[config.mk]
export PLATFORM = sky130hd
export DESIGN_NAME = bitwise_gates_serial
export DESIGN_NICKNAME = d
export VERILOG_FILES = /design/src/rtl/bitwise_gates_pkg.sv /design/src/rtl/bitwise_gates_bit.sv /design/src/rtl/bitwise_gates_serial.sv
export SDC_FILE = /design/constraint.sdc
export NUM_CORES = 1
export LEC_CHECK = 0
export ABC_AREA = 0
export CORE_UTILIZATION = 30
export CTS_CLUSTER_DIAMETER = 30
export DETAILED_ROUTE_END_ITERATION = 8
export DONT_BUFFER_PORTS = 1
export PLACE_DENSITY = 0.55
export SLEW_MARGIN = 20
export SYNTH_ARGS = -nofsm -noshare
export SYNTH_HDL_FRONTEND = slang
export SYNTH_SLANG_ARGS = --single-unit
[constraint.sdc]
create_clock -name clk -period 2.2 [get_ports clk]
set_input_delay 0.44 -clock clk [delete_from_list [all_inputs] [get_ports clk]]
set_output_delay 0.44 -clock clk [all_outputs]
set_load 0.1 [all_outputs]
[src/rtl/bitwise_gates_pkg.sv]
// Shared definitions for the bit-serial bitwise gate block.
// Optional feature macro: BITWISE_GATES_XOR_EN (adds xor/xnor results).
package bitwise_gates_pkg;

    typedef enum logic [1:0] {
        IDLE = 2'd0,
        CALC = 2'd1,
        DONE = 2'd2
    } state_e;

    localparam int unsigned NBITS_MAX = 32;

endpackage

[src/rtl/bitwise_gates_bit.sv]
// Single 1-bit gate cell shared by every bit position of the serial block.
// Optional feature macro: BITWISE_GATES_XOR_EN (adds y_xor/y_xnor).
module bitwise_gates_bit (
    input  logic a,
    input  logic b,
`ifdef BITWISE_GATES_XOR_EN
    output logic y_xor,
    output logic y_xnor,
`endif
    output logic y_and,
    output logic y_nand,
    output logic y_or,
    output logic y_nor
);

    assign y_and  = a & b;
    assign y_nand = ~(a & b);
    assign y_or   = a | b;
    assign y_nor  = ~(a | b);
`ifdef BITWISE_GATES_XOR_EN
    assign y_xor  = a ^ b;
    assign y_xnor = ~(a ^ b);
`endif

endmodule

[src/rtl/bitwise_gates_serial.sv]
// Bit-serial AND/NAND/OR/NOR of two nbits operands, LSB first, through one
// gate cell, with valid/ready handshakes on both sides.
// Optional feature macro: BITWISE_GATES_XOR_EN (adds out_xor/out_xnor).
module bitwise_gates_serial
    import bitwise_gates_pkg::*;
#(
    parameter int unsigned nbits = 4
) (
    input  logic             clk,
    input  logic             reset_n,
    input  logic             in_val,
    output logic             in_rdy,
    input  logic [nbits-1:0] in0,
    input  logic [nbits-1:0] in1,
    output logic             out_val,
    input  logic             out_rdy,
`ifdef BITWISE_GATES_XOR_EN
    output logic [nbits-1:0] out_xor,
    output logic [nbits-1:0] out_xnor,
`endif
    output logic [nbits-1:0] out_and,
    output logic [nbits-1:0] out_nand,
    output logic [nbits-1:0] out_or,
    output logic [nbits-1:0] out_nor
);

    localparam int unsigned CW = $clog2(nbits);
    localparam logic [CW-1:0] CNT_LAST = CW'(nbits - 1);

    if (nbits < 2 || nbits > NBITS_MAX) begin : g_nbits_range
        $error("bitwise_gates_serial: nbits out of range");
    end

    state_e          state;
    logic [CW-1:0]   cnt;
    logic [nbits-1:0] opa;
    logic [nbits-1:0] opb;
    logic            g_and;
    logic            g_nand;
    logic            g_or;
    logic            g_nor;
`ifdef BITWISE_GATES_XOR_EN
    logic            g_xor;
    logic            g_xnor;
`endif

    bitwise_gates_bit u_bit (
        .a      (opa[0]),
        .b      (opb[0]),
`ifdef BITWISE_GATES_XOR_EN
        .y_xor  (g_xor),
        .y_xnor (g_xnor),
`endif
        .y_and  (g_and),
        .y_nand (g_nand),
        .y_or   (g_or),
        .y_nor  (g_nor)
    );

    assign in_rdy  = (state == IDLE);
    assign out_val = (state == DONE);

    // FSM, counter, operand and result shift registers.
    // Results enter at the MSB so that after nbits shifts bit i lines up
    // with operand bit i.
    always_ff @(posedge clk or negedge reset_n) begin
        if (!reset_n) begin
            state    <= IDLE;
            cnt      <= '0;
            opa      <= '0;
            opb      <= '0;
            out_and  <= '0;
            out_nand <= '0;
            out_or   <= '0;
            out_nor  <= '0;
`ifdef BITWISE_GATES_XOR_EN
            out_xor  <= '0;
            out_xnor <= '0;
`endif
        end else begin
            case (state)
                IDLE: begin
                    if (in_val) begin
                        opa      <= in0;
                        opb      <= in1;
                        cnt      <= '0;
                        out_and  <= '0;
                        out_nand <= '0;
                        out_or   <= '0;
                        out_nor  <= '0;
`ifdef BITWISE_GATES_XOR_EN
                        out_xor  <= '0;
                        out_xnor <= '0;
`endif
                        state    <= CALC;
                    end
                end
                CALC: begin
                    out_and  <= {g_and,  out_and[nbits-1:1]};
                    out_nand <= {g_nand, out_nand[nbits-1:1]};
                    out_or   <= {g_or,   out_or[nbits-1:1]};
                    out_nor  <= {g_nor,  out_nor[nbits-1:1]};
`ifdef BITWISE_GATES_XOR_EN
                    out_xor  <= {g_xor,  out_xor[nbits-1:1]};
                    out_xnor <= {g_xnor, out_xnor[nbits-1:1]};
`endif
                    opa      <= opa >> 1;
                    opb      <= opb >> 1;
                    cnt      <= cnt + CW'(1);
                    if (cnt == CNT_LAST) begin
                        state <= DONE;
                    end
                end
                DONE: begin
                    if (out_rdy) begin
                        state <= IDLE;
                    end
                end
                default: state <= IDLE;
            endcase
        end
    end

endmodule

Word-level counts from Yosys, hierarchy flattened
Index checks and enable logic that the tools add are counted.
{"block": "classes", "n_addsub": 1, "multipliers": 0, "n_div": 0, "magnitude_cmp": 0, "n_eq_ne": 6, "shift": 0, "n_mux": 15, "bitwise_logic": 4, "n_reduce_logical": 4}
{"cell": "$pmux 4 s2", "count": 6}
{"cell": "$mux 4", "count": 3}
{"cell": "$mux 2", "count": 4}
{"cell": "$pmux 2 s3", "count": 1}
{"cell": "$eq 2x2->1 const B", "count": 2}
{"cell": "$ne 2x2->1 const B", "count": 2}
{"cell": "$pmux 2 s2", "count": 1}
{"cell": "$reduce_and 3->1", "count": 1}
{"cell": "$add 2x1->2 const B", "count": 1}
{"cell": "$eq 2x1->1 const B", "count": 1}
{"cell": "$logic_not 2->1", "count": 1}
{"cell": "$ne 2x1->1 const B", "count": 1}
{"cell": "$not 1->1", "count": 2}
{"cell": "$reduce_and 2->1", "count": 1}
{"cell": "$reduce_bool 2->1", "count": 1}
{"cell": "$and 1x1->1", "count": 1}
{"cell": "$or 1x1->1", "count": 1}
{"block": "totals", "reg_bits": 28, "latchBits": 0, "mem_bits_rw": 0, "mem_bits_ro": 0, "inputBits": 12, "out_inout_bits": 18, "wordCells": 38, "n_memories": 0}

Logic depth before layout (Yosys ltp)
{"block": "depth", "depth_word": 3, "mapped_depth": 5, "depth_no_buf": 3}

Modules after synthesis
Synthesis repeated with hierarchy kept, for this count alone.
{"block": "unflattened", "hier_cells": 89, "area_unflattened_um2": 1122.3}
{"mod": "bitwise_gates_serial", "instances": 1, "cells_each": 85, "area_each_um2": 1101.1, "seq_area_each_um2": 700.7}
{"mod": "bitwise_gates_bit", "instances": 1, "cells_each": 4, "area_each_um2": 21.3, "seq_area_each_um2": 0.0}

Least setup slack after synthesis
Ideal clock, no wire load.
{"block": "synth_path", "kind": "reg-to-output", "start": "register state[1]", "end": "output out_val", "arrival_ns": 1.778, "required_ns": 1.760, "slack_ns": -0.018, "stages_incl_launch_ff": 3, "path_cell_list": "dfrtp_1 > inv_2 > nor2_1"}
{"block": "synth_between", "elab_chain_len": 1}
{"item": "from (decl)", "line": "bitwise_gates_serial.sv:34", "source": "state_e state;"}
{"item": "from (signal assigned)", "line": "bitwise_gates_serial.sv:68", "source": "state <= IDLE;"}
{"item": "from (signal assigned)", "line": "bitwise_gates_serial.sv:95", "source": "state <= CALC;"}
{"item": "from (signal assigned)", "line": "bitwise_gates_serial.sv:111", "source": "state <= DONE;"}
{"item": "$eq 2x2->1", "line": "bitwise_gates_serial.sv:61", "source": "assign out_val = (state == DONE);"}
{"item": "to (decl)", "line": "bitwise_gates_serial.sv:15", "source": "output logic out_val,"}
Every way passes these cells.

Worst setup path after layout
Ends and elaborated chain as after synthesis.

==> impl_metrics.json <==
{
  "outcome": "finished, final reports clean",
  "grt_pass1_vias": 820,
  "crit_arrival_ns": 1.27,
  "critPathMaxFanout": 8,
  "cpLargestDelayFamily": "flip-flops",
  "cts_tree": "built",
  "antenna_found_initial": 0,
  "period_share_pct": 77.86,
  "yosys_warnings": 0,
  "slew_viol_final": 0,
  "wire_per_inst_um": 14.28,
  "synth.avg_cell_area_um2": 12.54,
  "seq_area_um2": 700.7,
  "coreArea_um2": 3442,
  "clk_latency_ns": 0.27,
  "hold_viol": 0,
  "avgViaCountPerCell": 5.214,
  "slowest_delay_ns": 0.49,
  "via_count": 803,
  "finClkSkew_ns": 0.004859,
  "die_x_um": 63.00,
  "maxSlewHeadroom_pct": 74.96,
  "stdcell_count": 154,
  "area_delta_synth_final_pct": 23.21,
  "final_common_cell": "dfrtp_1",
  "htreeDepth": 1,
  "die-area_um2": 3968,
  "end_kind": "primary output",
  "initialDrtViolationCount": 35,
  "num_antenna_cells": 0,
  "critPathRequiredTime_ns": 1.76,
  "rsz0062_at_grt": "no",
  "drtAntennaViolNets": 0,
  "final_util_pct": 39.95,
  "crit_chain": "inv_2 > nor2_2 > buf_4",
  "cts_buffer_depth": 2,
  "fmax_ghz": 0.5838,
  "fp-row-count": 21,
  "place_inst": 148,
  "drc": 0,
  "dp.final_hpwl_um": 1579,
  "drive_above_1_share_pct": 25.93,
  "clk_pin_slew_worst_paths_ns": 0.09,
  "drt-total-wl_um": 2199,
  "holdWs_ns": 0.2478,
  "ctsRootBufferMaster": "clkbuf_8",
  "grt_pass1_wl_um": 3712,
  "fin_nets": 122,
  "num-fill-cells": 338,
  "grt_max_degree": 29,
  "tightest_slew_ns": 0.3749,
  "crit_buf_inv": 2,
  "place_congestion": 0.7606,
  "setup_viol": 0,
  "period_minus_slack_ns": 1.713,
  "syn_nets": 102,
  "initial_core_util_pct": 32.42,
  "dr.pass1.iters": 3,
  "syn_inst": 89,
  "syn_area_um2": 1116,
  "crit_type": "reg2out",
  "cts-resized-gates": 0,
  "ys_seq_elements": 28,
  "io_buffers": 0,
  "worstSetupStartpointType": "register",
  "grt_usage_pct": 12.16,
  "cts_buffers": 3,
  "hold_path_class": "in2reg",
  "layout_common_cells": "dfrtp_1, buf_4, a22o_1",
  "cts.sinks": 28,
  "multi_input_area_um2": 365.4,
  "gr-total-overflow": 0,
  "maxCapViolations": 0,
  "yosysSeqAreaShare_pct": 62.78,
  "ys_types": 18,
  "die_h_um": 63.00,
  "io_pins": 30,
  "cp_slowest_cell": "dfrtp_1"
}
## per-layer routing
metal  global-route usage, %  share of wire [%]  routed length, µm  vias to the layer above
met5                       0                  0                  0                        -
met2                   20.30                 48               1058                       26
met4                   4.360                1.3                 29                        0
li1                        -                  -                  -                      375
met1                   13.86                 42                930                      398
met3                   4.927                8.2                181                        4
## through the flow
| step | TNS (ns) | cell area [µm²] | setup WS [ns] |
|---|---|---|---|
| floorplan | -0.02635 | 1116 | -0.01795 |
| finish | 0 | 1375 | 0.4872 |
| global route | 0 | 1375 | 0.3999 |
| detailed placement | 0 | 1274 | 0.8016 |
| CTS | 0 | 1375 | 0.4868 |
| global placement | 0 | 1274 | 0.8252 |
## worst reg2reg max path, delay by kind of cell (launching register included)
family / cells / cell delay, ns
AOI/OAI and AO/OA: 2 / 0.43
DFF: 1 / 0.48
buffers and inverters: 1 / 0.21
## cell families (layout without fill, tap and decap cells)
group | count (synthesis) | count (layout) | synth area share [%]
buffers and inverters | 8 | 27 | 4.932
AOI/OAI and AO/OA | 41 | 41 | 26.12
adders and majority gates | 1 | 1 | 1.121
and+or+nand+nor | 11 | 11 | 5.044
DFF | 28 | 28 | 62.78
## worst paths after layout
| kind | end | start | slack, ns | cells after the start |
|---|---|---|---|---|
| setup / recovery | out_val | state[1]$_DFFE_PN0P_ | 0.49 | 3 |
| hold reg to reg | cnt[0]$_DFFE_PN0P_ | cnt[0]$_DFFE_PN0P_ | 0.50 | 1 |
| min in group asynchronous | out_and[0]$_DFFE_PN0P_ | reset_n | 0.59 | 2 |
| setup reg to reg | out_nor[3]$_DFFE_PN0P_ | state[1]$_DFFE_PN0P_ | 0.98 | 3 |
| max in group asynchronous | state[1]$_DFFE_PN0P_ | reset_n | 1.45 | 2 |
| hold / removal | state[1]$_DFFE_PN0P_ | out_rdy | 0.25 | 1 |
## flip-flops by register name, indices dropped and copies added (netlist names)
signal / count
opa: 4
opb: 4
out_and: 4
out_nand: 4
out_nor: 4
out_or: 4
cnt: 2
state: 2
## synthesized netlist by cell type, drive strengths merged
master | count | area share [%]
a21oi | 7 | 3.1
a22o | 15 | 12
a32o | 2 | 1.8
buf | 6 | 4.3
dfrtp | 28 | 63
ha | 1 | 1.1
inv | 2 | 0.67
nand2 | 5 | 1.7
nand2b | 2 | 1.1
nor2 | 3 | 1.0
nor2b | 1 | 1.2
o21ai | 3 | 1.3
o21bai | 1 | 0.67
o22ai | 12 | 6.7
o31ai | 1 | 0.67
## timing repair
action	in CTS	in global routing
hold buffers	2	0
endpoints found under the hold margin	28	0
setup buffers	0	0
## layout make-up
type | instances | area share [%]
clock buffer | 3 | 3.003
clock inverter | 1 | 2.184
inverter | 2 | 0.5460
multi-input combinational | 53 | 26.57
sequential | 28 | 50.96
tap | 46 | 4.186
timing repair buffer | 21 | 12.56
Power is left out: the tool's default activity adds up to more than one toggle a clock period on the data nets, which glitch-free logic cannot reach.
